$ cat src/rtl/branch_pkg.sv
// Shared definitions for the branch resolution controller.
// Latency: n/a (types, constants and pure helper functions only).
// Backpressure: n/a.
package branch_pkg;

    // RV32I conditional-branch funct3 encodings; 010/011 are reserved.
    typedef enum logic [2:0] {
        F3_BEQ  = 3'b000,
        F3_BNE  = 3'b001,
        F3_RSV2 = 3'b010,
        F3_RSV3 = 3'b011,
        F3_BLT  = 3'b100,
        F3_BGE  = 3'b101,
        F3_BLTU = 3'b110,
        F3_BGEU = 3'b111
    } funct3_e;

    typedef enum logic [1:0] {
        IDLE  = 2'd0,
        EVAL  = 2'd1,
        FLUSH = 2'd2
    } state_e;

    // Wide enough for the largest legal FLUSH_CYCLES-1 (6).
    localparam int FLUSH_CNT_W = 3;

    function automatic logic isReserved(input logic [2:0] f3);
        return (f3[2:1] == 2'b01);
    endfunction

    // BLTU/BGEU are the only encodings with bit 1 set among legal branches.
    function automatic logic usesUnsigned(input logic [2:0] f3);
        return f3[1];
    endfunction

endpackage

$ cat src/rtl/branch_ctrl_if.sv
// Request/result bundle between the issue stage and the branch controller.
// Latency: n/a (wires only).
// Backpressure: request side is valid/ready; result side is pulse-only, no ready.
// Ports: req_valid/req_ready/funct3/data1/data2/pc/imm toward the controller;
//        done_valid/taken/redirect_*/flush/illegal/misalign/counters back.
interface branch_ctrl_if;
    logic        req_valid;
    logic        req_ready;
    logic [2:0]  funct3;
    logic [31:0] data1;
    logic [31:0] data2;
    logic [31:0] pc;
    logic [31:0] imm;
    logic        done_valid;
    logic        taken;
    logic        redirect_valid;
    logic [31:0] redirect_pc;
    logic        flush;
    logic        illegal;
    logic        misalign;
    logic [31:0] br_count;
    logic [31:0] taken_count;

    modport master (
        output req_valid, funct3, data1, data2, pc, imm,
        input  req_ready, done_valid, taken, redirect_valid, redirect_pc,
               flush, illegal, misalign, br_count, taken_count
    );

    modport slave (
        input  req_valid, funct3, data1, data2, pc, imm,
        output req_ready, done_valid, taken, redirect_valid, redirect_pc,
               flush, illegal, misalign, br_count, taken_count
    );
endinterface

$ cat src/rtl/branch_cmp.sv
// Operand comparator shared by all branch conditions.
// Latency: combinational.
// Backpressure: none.
// Ports: data1/data2 operands, isUnsigned selects unsigned ordering; eq, lt results.
module branch_cmp (
    input  logic [31:0] data1,
    input  logic [31:0] data2,
    input  logic        isUnsigned,
    output logic        eq,
    output logic        lt
);
    assign eq = (data1 == data2);
    assign lt = isUnsigned ? (data1 < data2)
                           : ($signed(data1) < $signed(data2));
endmodule

$ cat src/rtl/branch_ctrl.sv
// Resolves one RV32I conditional branch at a time and drives fetch redirect/flush.
// Latency: result one cycle after handshake; busy FLUSH_CYCLES cycles on a taken branch, else one.
// Backpressure: req_ready high only in IDLE; requests outside IDLE are ignored.
// Ports: clk, rst (sync, active-high), bus (slave side of branch_ctrl_if).
module branch_ctrl
    import branch_pkg::*;
#(
    parameter int FLUSH_CYCLES = 2
) (
    input  logic         clk,
    input  logic         rst,
    branch_ctrl_if.slave bus
);
    localparam logic [FLUSH_CNT_W-1:0] FLUSH_LOAD = FLUSH_CNT_W'(FLUSH_CYCLES - 1);

    state_e                 state, stateD;
    logic [FLUSH_CNT_W-1:0] flushCnt, flushCntD;
    logic [2:0]             funct3Q;
    logic [31:0]            data1Q, data2Q, pcQ, immQ;
    logic [31:0]            brCount, takenCount;

    logic        eq, lt, condTrue, illegalNow, misalignNow;
    logic [31:0] target;
    logic        reqReady, doneValid, takenOut, redirectValid;
    logic        flushOut, illegalOut, misalignOut;

    branch_cmp u_cmp (
        .data1      (data1Q),
        .data2      (data2Q),
        .isUnsigned (usesUnsigned(funct3Q)),
        .eq         (eq),
        .lt         (lt)
    );

    // Target wraps silently at 2^32.
    assign target     = pcQ + immQ;
    assign illegalNow = isReserved(funct3Q);

    always_comb begin
        condTrue = 1'b0;
        case (funct3_e'(funct3Q))
            F3_BEQ:           condTrue = eq;
            F3_BNE:           condTrue = !eq;
            F3_BLT, F3_BLTU:  condTrue = lt;
            F3_BGE, F3_BGEU:  condTrue = !lt;
            default:          condTrue = 1'b0;
        endcase
    end

    assign misalignNow = condTrue && (target[1:0] != 2'b00);

    always_comb begin
        stateD        = state;
        flushCntD     = flushCnt;
        reqReady      = 1'b0;
        doneValid     = 1'b0;
        takenOut      = 1'b0;
        redirectValid = 1'b0;
        flushOut      = 1'b0;
        illegalOut    = 1'b0;
        misalignOut   = 1'b0;
        case (state)
            IDLE: begin
                reqReady = 1'b1;
                if (bus.req_valid) stateD = EVAL;
            end
            EVAL: begin
                doneValid   = 1'b1;
                takenOut    = condTrue;
                illegalOut  = illegalNow;
                misalignOut = misalignNow;
                stateD      = IDLE;
                if (condTrue && !misalignNow) begin
                    redirectValid = 1'b1;
                    // EVAL itself is the first flush cycle; FLUSH covers the rest.
                    flushOut = 1'b1;
                    if (FLUSH_CYCLES > 1) begin
                        stateD    = FLUSH;
                        flushCntD = FLUSH_LOAD;
                    end
                end
            end
            FLUSH: begin
                flushOut  = 1'b1;
                flushCntD = flushCnt - 1'b1;
                // Leaving as the counter steps down to zero.
                if (flushCnt <= FLUSH_CNT_W'(1)) stateD = IDLE;
            end
            default: stateD = IDLE;
        endcase
    end

    always_ff @(posedge clk) begin
        if (rst) begin
            state      <= IDLE;
            flushCnt   <= '0;
            funct3Q    <= '0;
            data1Q     <= '0;
            data2Q     <= '0;
            pcQ        <= '0;
            immQ       <= '0;
            brCount    <= '0;
            takenCount <= '0;
        end else begin
            state    <= stateD;
            flushCnt <= flushCntD;
            if (reqReady && bus.req_valid) begin
                funct3Q <= bus.funct3;
                data1Q  <= bus.data1;
                data2Q  <= bus.data2;
                pcQ     <= bus.pc;
                immQ    <= bus.imm;
            end
            if (doneValid) brCount <= brCount + 32'd1;
            if (doneValid && takenOut) takenCount <= takenCount + 32'd1;
        end
    end

    assign bus.req_ready      = reqReady;
    assign bus.done_valid     = doneValid;
    assign bus.taken          = takenOut;
    assign bus.redirect_valid = redirectValid;
    assign bus.redirect_pc    = redirectValid ? target : 32'd0;
    assign bus.flush          = flushOut;
    assign bus.illegal        = illegalOut;
    assign bus.misalign       = misalignOut;
    assign bus.br_count       = brCount;
    assign bus.taken_count    = takenCount;
endmodule

$ cat src/flat_wrapper.sv
// flat-port wrapper written by rule: the top's interface ports become plain ports
module branch_ctrl_flat import branch_pkg::*;
#(
    parameter int FLUSH_CYCLES = 2
)
  (clk, rst, bus_req_valid, bus_funct3, bus_data1, bus_data2, bus_pc, bus_imm, bus_req_ready, bus_done_valid, bus_taken, bus_redirect_valid, bus_redirect_pc, bus_flush, bus_illegal, bus_misalign, bus_br_count, bus_taken_count);
  branch_ctrl_if bus_i ();
  input  logic clk;
  input  logic rst;
  input wire logic [$bits(bus_i.req_valid)-1:0] bus_req_valid;
  input wire logic [$bits(bus_i.funct3)-1:0] bus_funct3;
  input wire logic [$bits(bus_i.data1)-1:0] bus_data1;
  input wire logic [$bits(bus_i.data2)-1:0] bus_data2;
  input wire logic [$bits(bus_i.pc)-1:0] bus_pc;
  input wire logic [$bits(bus_i.imm)-1:0] bus_imm;
  output wire logic [$bits(bus_i.req_ready)-1:0] bus_req_ready;
  output wire logic [$bits(bus_i.done_valid)-1:0] bus_done_valid;
  output wire logic [$bits(bus_i.taken)-1:0] bus_taken;
  output wire logic [$bits(bus_i.redirect_valid)-1:0] bus_redirect_valid;
  output wire logic [$bits(bus_i.redirect_pc)-1:0] bus_redirect_pc;
  output wire logic [$bits(bus_i.flush)-1:0] bus_flush;
  output wire logic [$bits(bus_i.illegal)-1:0] bus_illegal;
  output wire logic [$bits(bus_i.misalign)-1:0] bus_misalign;
  output wire logic [$bits(bus_i.br_count)-1:0] bus_br_count;
  output wire logic [$bits(bus_i.taken_count)-1:0] bus_taken_count;
  assign bus_i.req_valid = bus_req_valid;
  assign bus_i.funct3 = bus_funct3;
  assign bus_i.data1 = bus_data1;
  assign bus_i.data2 = bus_data2;
  assign bus_i.pc = bus_pc;
  assign bus_i.imm = bus_imm;
  assign bus_req_ready = bus_i.req_ready;
  assign bus_done_valid = bus_i.done_valid;
  assign bus_taken = bus_i.taken;
  assign bus_redirect_valid = bus_i.redirect_valid;
  assign bus_redirect_pc = bus_i.redirect_pc;
  assign bus_flush = bus_i.flush;
  assign bus_illegal = bus_i.illegal;
  assign bus_misalign = bus_i.misalign;
  assign bus_br_count = bus_i.br_count;
  assign bus_taken_count = bus_i.taken_count;
  branch_ctrl #(.FLUSH_CYCLES(FLUSH_CYCLES)) u_core (.clk(clk), .rst(rst), .bus(bus_i));
endmodule
$ cat config.mk
export PLATFORM = sky130hd
export DESIGN_NAME = branch_ctrl_flat
export DESIGN_NICKNAME = d
export VERILOG_FILES = /design/src/rtl/branch_pkg.sv /design/src/rtl/branch_ctrl_if.sv /design/src/rtl/branch_cmp.sv /design/src/rtl/branch_ctrl.sv /design/src/flat_wrapper.sv
export SDC_FILE = /design/constraint.sdc
export NUM_CORES = 1
export LEC_CHECK = 0
export ABC_AREA = 1
export CAP_MARGIN = 0
export CORE_ASPECT_RATIO = 0.75
export CORE_UTILIZATION = 46
export CTS_CLUSTER_SIZE = 25
export DETAILED_ROUTE_END_ITERATION = 10
export PLACE_DENSITY = 0.73
export SETUP_SLACK_MARGIN = 0.5
export SKIP_CTS_REPAIR_TIMING = 1
export SLEW_MARGIN = 20
export SYNTH_ARGS = -nofsm -noshare
export SYNTH_HDL_FRONTEND = slang
export SYNTH_HIERARCHICAL = 1
export SYNTH_SLANG_ARGS = --single-unit
$ cat constraint.sdc
create_clock -name clk -period 3.2 [get_ports clk]
set_clock_uncertainty 0.1 [all_clocks]
set_input_delay 0.48 -clock clk [delete_from_list [all_inputs] [get_ports clk]]
set_output_delay 0.48 -clock clk [all_outputs]
set_load 0.005 [all_outputs]
Yosys cells after proc, flatten, opt, wreduce, memory -nomap -nowiden
Index checks and enable logic that the tools add are counted.

storage, ports and cells
  register bits after elaboration = 200
  input bits = 134
  output and inout port bits = 103
  word-level logic and storage cells = 60

operators by class
  add/subtract/negate cells = 4
  $lt $le $gt $ge = 3
  equality and inequality tests = 12
  multiplexer cells = 17
  reduce and logical (&&, ||, !) cells = 15

operators with widths
  cell                   number
  $add 32x1->32 const B  2
  $lt 32x32->1           2
  $add 32x32->32         1
  $eq 32x32->1           1
  $mux 32                1
  $eq 3x3->1 const B     4
  $mux 1                 8
  $mux 2                 3
  $pmux 2 s3             1
  $pmux 3 s2             1
  $eq 2x1->1 const B     2
  $logic_and 1x1->1      4
  $ne 2x1->1 const B     2
  $pmux 1 s4             1
  $reduce_and 2->1       2
  $reduce_bool 2->1      2
  $reduce_or 2->1        2
  $eq 3x1->1 const B     1
  $le 3x1->1 const B     1
  $logic_not 1->1        3
  $logic_not 3->1        1
  $mux 3                 1
  $sub 3x1->3 const B    1
  $eq 2x2->1 const B     1
  other kinds (3)        3

Logic depth before layout (Yosys ltp)
  depth after elaboration = 10
  depth in mapped cells = 23
  gate-level depth less buffers = 23

Modules after synthesis
The synthesis kept the hierarchy.

by module, submodules not included
  module       times used  cells each  area an instance (um^2)  seq. area each (um^2)
  branch_ctrl  1           1694        10777.8                  4003.8
  branch_cmp   1           146         902.1                    0.0

Least setup slack after synthesis
No wires, ideal clock.

  path kind = flip-flop to output port
  start = reg u_core.data2Q[21]
  end = out bus_redirect_pc[24]
  data arrival time = 2.153 ns
  required time = 2.620 ns
  path slack = 0.467 ns
  cell stages (with the launch flop) = 18
  path buffers = 1
  path through = dfxtp_1 inv_1 ha_1 a21oi_1 nor2_1 nor2_1 nand3_1 a21oi_2 nand3_1 nand2_1 or2_0 nand3_1 a21oi_4 nand2_2 inv_2 buf_4 nand2_1 nor2_1

on the way
  cells in the longest elaborated chain, start to end = 10
  elaborated cells between the ends (all ways) = 13
  classes of those cells = order compare: 2; eq/ne: 1; mux: 5; reduce/logical: 5

RTL lines
  element                                 RTL line                            RTL
  from (decl)                             branch_ctrl.sv:19                   logic [31:0] data1Q, data2Q, pcQ, immQ;
  from (signal assigned)                  branch_ctrl.sv:110                  data2Q <= bus.data2;
  $lt 32x32->1, on equally long branches  branch_cmp.sv:14, branch_cmp.sv:13
  $mux 1 (*)                              branch_cmp.sv:13                    assign lt = isUnsigned ? (data1 < data2)
  via u_core.lt                           branch_ctrl.sv:22                   logic eq, lt, condTrue, illegalNow, misalignNow;
  $logic_not 1->1                         branch_ctrl.sv:45                   F3_BGE, F3_BGEU: condTrue = !lt;
  $pmux 1 s4 (*)                          branch_ctrl.sv:41                   case (funct3_e'(funct3Q))
  $logic_and 1x1->1                       branch_ctrl.sv:50                   assign misalignNow = condTrue && (target[1:0] != 2'b00);
  $logic_not 1->1                         branch_ctrl.sv:73                   if (condTrue && !misalignNow) begin
  $logic_and 1x1->1 (*)                   branch_ctrl.sv:73
  $mux 1 (*)                              branch_ctrl.sv:73
  $mux 1 (*)                              branch_ctrl.sv:62                   case (state)
  via bus_redirect_valid                  flat_wrapper.sv:19                  output wire logic [$bits(bus_i.redirect_valid)-1:0] bus_redirect_valid;
  $mux 32 (*)                             branch_ctrl.sv:123                  assign bus.redirect_pc = redirectValid ? target : 32'd0;
  to (decl)                               flat_wrapper.sv:20                  output wire logic [$bits(bus_i.redirect_pc)-1:0] bus_redirect_pc;

Mark *: on every way through the listed nets, which the timed path passes. The rest lies on a longest branch.

Worst setup path after layout
  start = reg u_core.data2Q[18]
  end = out bus_taken

on the way
  cells in the longest elaborated chain, start to end = 5
  elaborated cells between the ends (all ways) = 8
  classes of those cells = order compare: 2; eq/ne: 1; mux: 3; reduce/logical: 2

RTL lines
  element                                 RTL line                            RTL
  $lt 32x32->1, on equally long branches  branch_cmp.sv:14, branch_cmp.sv:13
  $mux 1 (*)                              branch_cmp.sv:13
  via u_core.lt                           branch_ctrl.sv:22
  $logic_not 1->1                         branch_ctrl.sv:45
  $pmux 1 s4 (*)                          branch_ctrl.sv:41
  $mux 1 (*)                              branch_ctrl.sv:62
  to (decl)                               flat_wrapper.sv:18                  output wire logic [$bits(bus_i.taken)-1:0] bus_taken;

Marks and branches as above.

==> results by group <==
Global route
  – Initial antenna violation count: 4
  – Overall routing resource usage: a little over a quarter
  – First-pass GRT wire length: approximately 54000 um
  – Vias in the first global route: 11200
  – Grt ovf: 0
  – Largest net degree at the start of global routing: a little over 100

Synthesis
  – Post-synthesis instance total: 1840
  – Post-Syn Area: ~12000 um2
  – Ys flop type: dfxtp_1
  – Yosys reg bits: 200
  – Top area cells in the synthesized netlist: dfxtp_1 34%, nor2_1 14%, nand2_1 13%, ha_1 7.5%, o21ai_0 6.9%
  – Ys Warns: 6
  – Synth top area share: about a third
  – Post-synthesis async set-or-reset flop share: 0%
  – Post-synthesis cell type count: 43
  – Avg Cell Area, Syn: approximately 6.3 um2
  – EDFF count, synth: 0
  – Seq/Total Area, Yosys: between 30% and 40%
  – Cell taking the most area after synthesis: dfxtp_1

Worst setup path
  – Critical path data arrival time: 3.16 ns
  – Worst Reg-to-Reg Cells: 26
  – Reg2Reg Setup Slack: -0.01 ns
  – Crit-path cells: inv_1 -> ha_1 -> nand2_1 -> inv_2 -> nand2_1 -> nand2_1 -> nand2_1 -> nand3_2 -> a21oi_2 -> nand2_1 -> nand2_1 -> nand2_1 -> or2_1 -> nand3_2 -> a21oi_4 -> buf_4 -> buf_6 -> buf_6 -> buf_6 -> buf_6 -> buf_12 -> dlymetal6s2s_1
  – Crit path max-delay cell type: dfxtp_2
  – Reg2reg end: u_core/bus.taken_count[15]
  – FF-to-FF Start: u_core/data2Q[18]
  – Setup CP Type: flop to output port
  – Most frequent CP cell: nand2_1
  – Worst-path fanout max: 6
  – CP required: approximately 2.6 ns
  – Family with the most delay on the worst path: simple AND/OR/NAND/NOR gates
  – CP peak stage delay: 0.33 ns
  – Worst Setup Start Kind: flop
  – Critical Path Sink Type: output port
  – Crit path buffers/inverters: 9

Clock network
  – H-tree depth: 4
  – Num CTS Buffers: 17
  – Worst-path clk slew: 0.09 ns
  – CTS tree: done
  – Later-pin clock latency in the skew report: 0.45 ns
  – Clock buffer depth: 2
  – Clk sinks: 200
  – Clk root buf: clkbuf_16

Min path
  – WHS Endpoint: u_core/data2Q[9]
  – Worst hold start: u_core/data2Q[9]
  – Hold WC Path Type: flop to flop
  – Hold depth: 2

Power and ir drop
  – Switching power: just over 0.002 W
  – Total power: 0.00644 W
  – Sw frac: 32.3%
  – Share of total power in combinational logic: a little over a fifth
  – Clock share of power: a little over a third
  – VDD IR max: ~400 uV
  – Sequential share of power: a little over two fifths
  – PD cells: 407 nW/um2
  – Lkg Pwr: about 6.9 nW
  – Cell-internal power: ~0.0044 W

Timing
  – Final Cycle Share: 117%
  – Fin crit period: between 3 and 4 ns
  – Slew headroom: about three fifths
  – RSZ-0062 raised after global routing: yes
  – F_max: approximately 0.27 GHz
  – Slew Viols, Final: 0
  – Setup total negative slack: -12.44 ns
  – Final worst setup slack: -0.538 ns
  – Final setup violation count: 36
  – Hold Fails Final Rpt: 0
  – Worst-margin pin slew: 0.589 ns

Placed design
  – Placed Instance Area: about 14000 um2
  – PortBufs: about 230
  – HPWL after detailed placement: around 25000 um
  – Pre-CTS setup slack: -0.242 ns
  – Final GP Congestion: roughly 0.90

Cells and area
  – Post-route cell area: approximately 16000 um2
  – Final core utilization: a little over three fifths
  – Fraction of layout cells with a size suffix above 1: 12.0%
  – Number of nets in the layout: 2287
  – Area Overhead vs Synth: 35.3%

Floorplan
  – Core area: between 20000 and 25000 um2
  – Die area: around 26000 um2
  – Initial core utilization: 46.8%
  – Ports: approximately 240
  – Placement Rows: 50
  – Die height: roughly 140 um
  – Die width: between 150 and 200 um

Flow run
  – MaxCap Viol Count: 0

Detailed routing
  – Post-Route WL: between 30000 and 40000 um
  – Drt wl/cell: between 10 and 15 um
  – Iter 0 DRT Violations: between 1000 and 1500
  – Post-route ant nets: 0
  – DRC viols: 0
  – Vias per cell: between 5 and 6
  – Routed vias: 12400
  – Drt pass-1 iters: 5

Run status
  – Violated checks: negative setup slack
  – Outcome: finished, violations left
synth_stat cells, types with 5 or more instances:
master,n
ha_1,70
nand2_2,5
inv_2,6
nor2_2,9
o21ai_0,160
xnor2_1,12
buf_4,5
nand3_1,72
xor2_1,8
buf_2,5
inv_1,213
and2_1,6
o21bai_1,7
buf_1,7
clkbuf_1,40
nor2_1,426
dfxtp_1,200
nand4_1,19
o21ai_2,5
nor3_1,22
a21oi_1,92
nand2_1,409
a21oi_2,6
cell families (layout without fill, tap and decap cells):
kind of cell,Yosys count,count (layout),share of synthesized area (%)
xor gates and xnor gates,20,20,1.50
AOI/OAI and AO/OA,281,281,12.8
DFF,200,200,34.3
buffers and inverters,279,533,9.24
and+or+nand+nor,988,988,34.4
other,1,3,0.0321
adders and majority gates,71,71,7.67
state kept, by name, summed over array words and instances, names as in the netlist:
name,cells
u_core/immQ,32
u_core/pcQ,32
u_core/data1Q,32
u_core/funct3Q,3
u_core/bus.br_count,32
u_core/bus.taken_count,32
u_core/state,2
u_core/flushCnt,3
u_core/data2Q,32
metrics by stage:
stage	hold WS [ns]	instances
after global routing	0.409	2433
after global placement	0.354	2375
after detailed placement	0.360	2375
after floorplan	0.346	1841
final	0.378	2434
after CTS	0.382	2407
metal layers:
layer / up-vias / global-route usage (%) / share of wire [%]
met3: 35 / 5.90 / 7.7
li1: 6303 / - / -
met1: 5610 / 36.6 / 47
met4: 6 / 5.52 / 0.97
met2: 448 / 40.5 / 44
met5: - / 0 / 0.12
worst register-to-register path, stage by stage, from the launching register on:
cell and delay [ns]:
dfxtp_2 0.33, inv_1 0.04, ha_1 0.28, nand2_1 0.08
inv_2 0.04, nand2_1 0.06, nand2_1 0.07, nand2_1 0.11
nand3_2 0.10, a21oi_2 0.17, nand3_1 0.09, nand2_1 0.08
or2_1 0.11, nand3_2 0.09, a21oi_4 0.24, buf_4 0.15
buf_6 0.08, buf_6 0.08, buf_6 0.08, buf_6 0.08
buf_12 0.10, buf_4 0.13, nand3_4 0.09, nor2_4 0.14
nand2_1 0.06, nand2_1 0.06, nor2_1 0.04
power groups by stage:
| stage | Sequential, W | Clock [W] | Combinational, W |
|---|---|---|---|
| after global placement | 0.00278 | 0 | 0.00121 |
| after global routing | 0.00276 | 0.00248 | 0.00155 |
| after CTS | 0.00273 | 0.00237 | 0.00124 |
| final | 0.00274 | 0.00231 | 0.00139 |
| after detailed placement | 0.00279 | 0 | 0.00123 |
| after floorplan | 0.00276 | 0 | 0.000785 |
worst max-delay path by stage:
stage / start / slack, ns / to / cells after the start
floorplan: u_core/data2Q[21] / 0.49 / bus_redirect_pc[24] / 17
global placement: u_core/data2Q[21] / -0.16 / bus_redirect_pc[14] / 18
detailed placement: u_core/data2Q[21] / -0.24 / bus_redirect_pc[20] / 18
CTS: u_core/data2Q[11] / -0.75 / bus_redirect_pc[20] / 21
global route: u_core/data2Q[18] / -0.71 / bus_taken / 22
finish: u_core/data2Q[18] / -0.54 / bus_taken / 22
area by class of cell:
class                      instances  area (um2)
fill                            2254        9150
multi-input combinational       1362        7090
sequential                       200        4030
timing repair buffer             280        2780
inverter                         221         847
clock buffer                      18         439
tap                              338         423
clock inverter                    14         201
antenna                            1        2.50
cells in the final DEF, fill, tap and decap left out, drive strengths merged, types with 3 or more instances in the layout:
| cell | n |
|---|---|
| a31oi | 3 |
| clkinv | 7 |
| inv | 228 |
| nand3 | 74 |
| xor2 | 8 |
| dfxtp | 200 |
| nor3b | 3 |
| nand2 | 414 |
| buf | 68 |
| o21bai | 7 |
| nor3 | 26 |
| clkdlybuf4s50 | 199 |
| nor2 | 437 |
| o21a | 4 |
| nand4 | 19 |
| and2 | 6 |
| clkbuf | 29 |
| ha | 70 |
| xnor2 | 12 |
| o21ai | 165 |
| nand3b | 4 |
| a21oi | 99 |
Power figures use the tool's default switching activity.
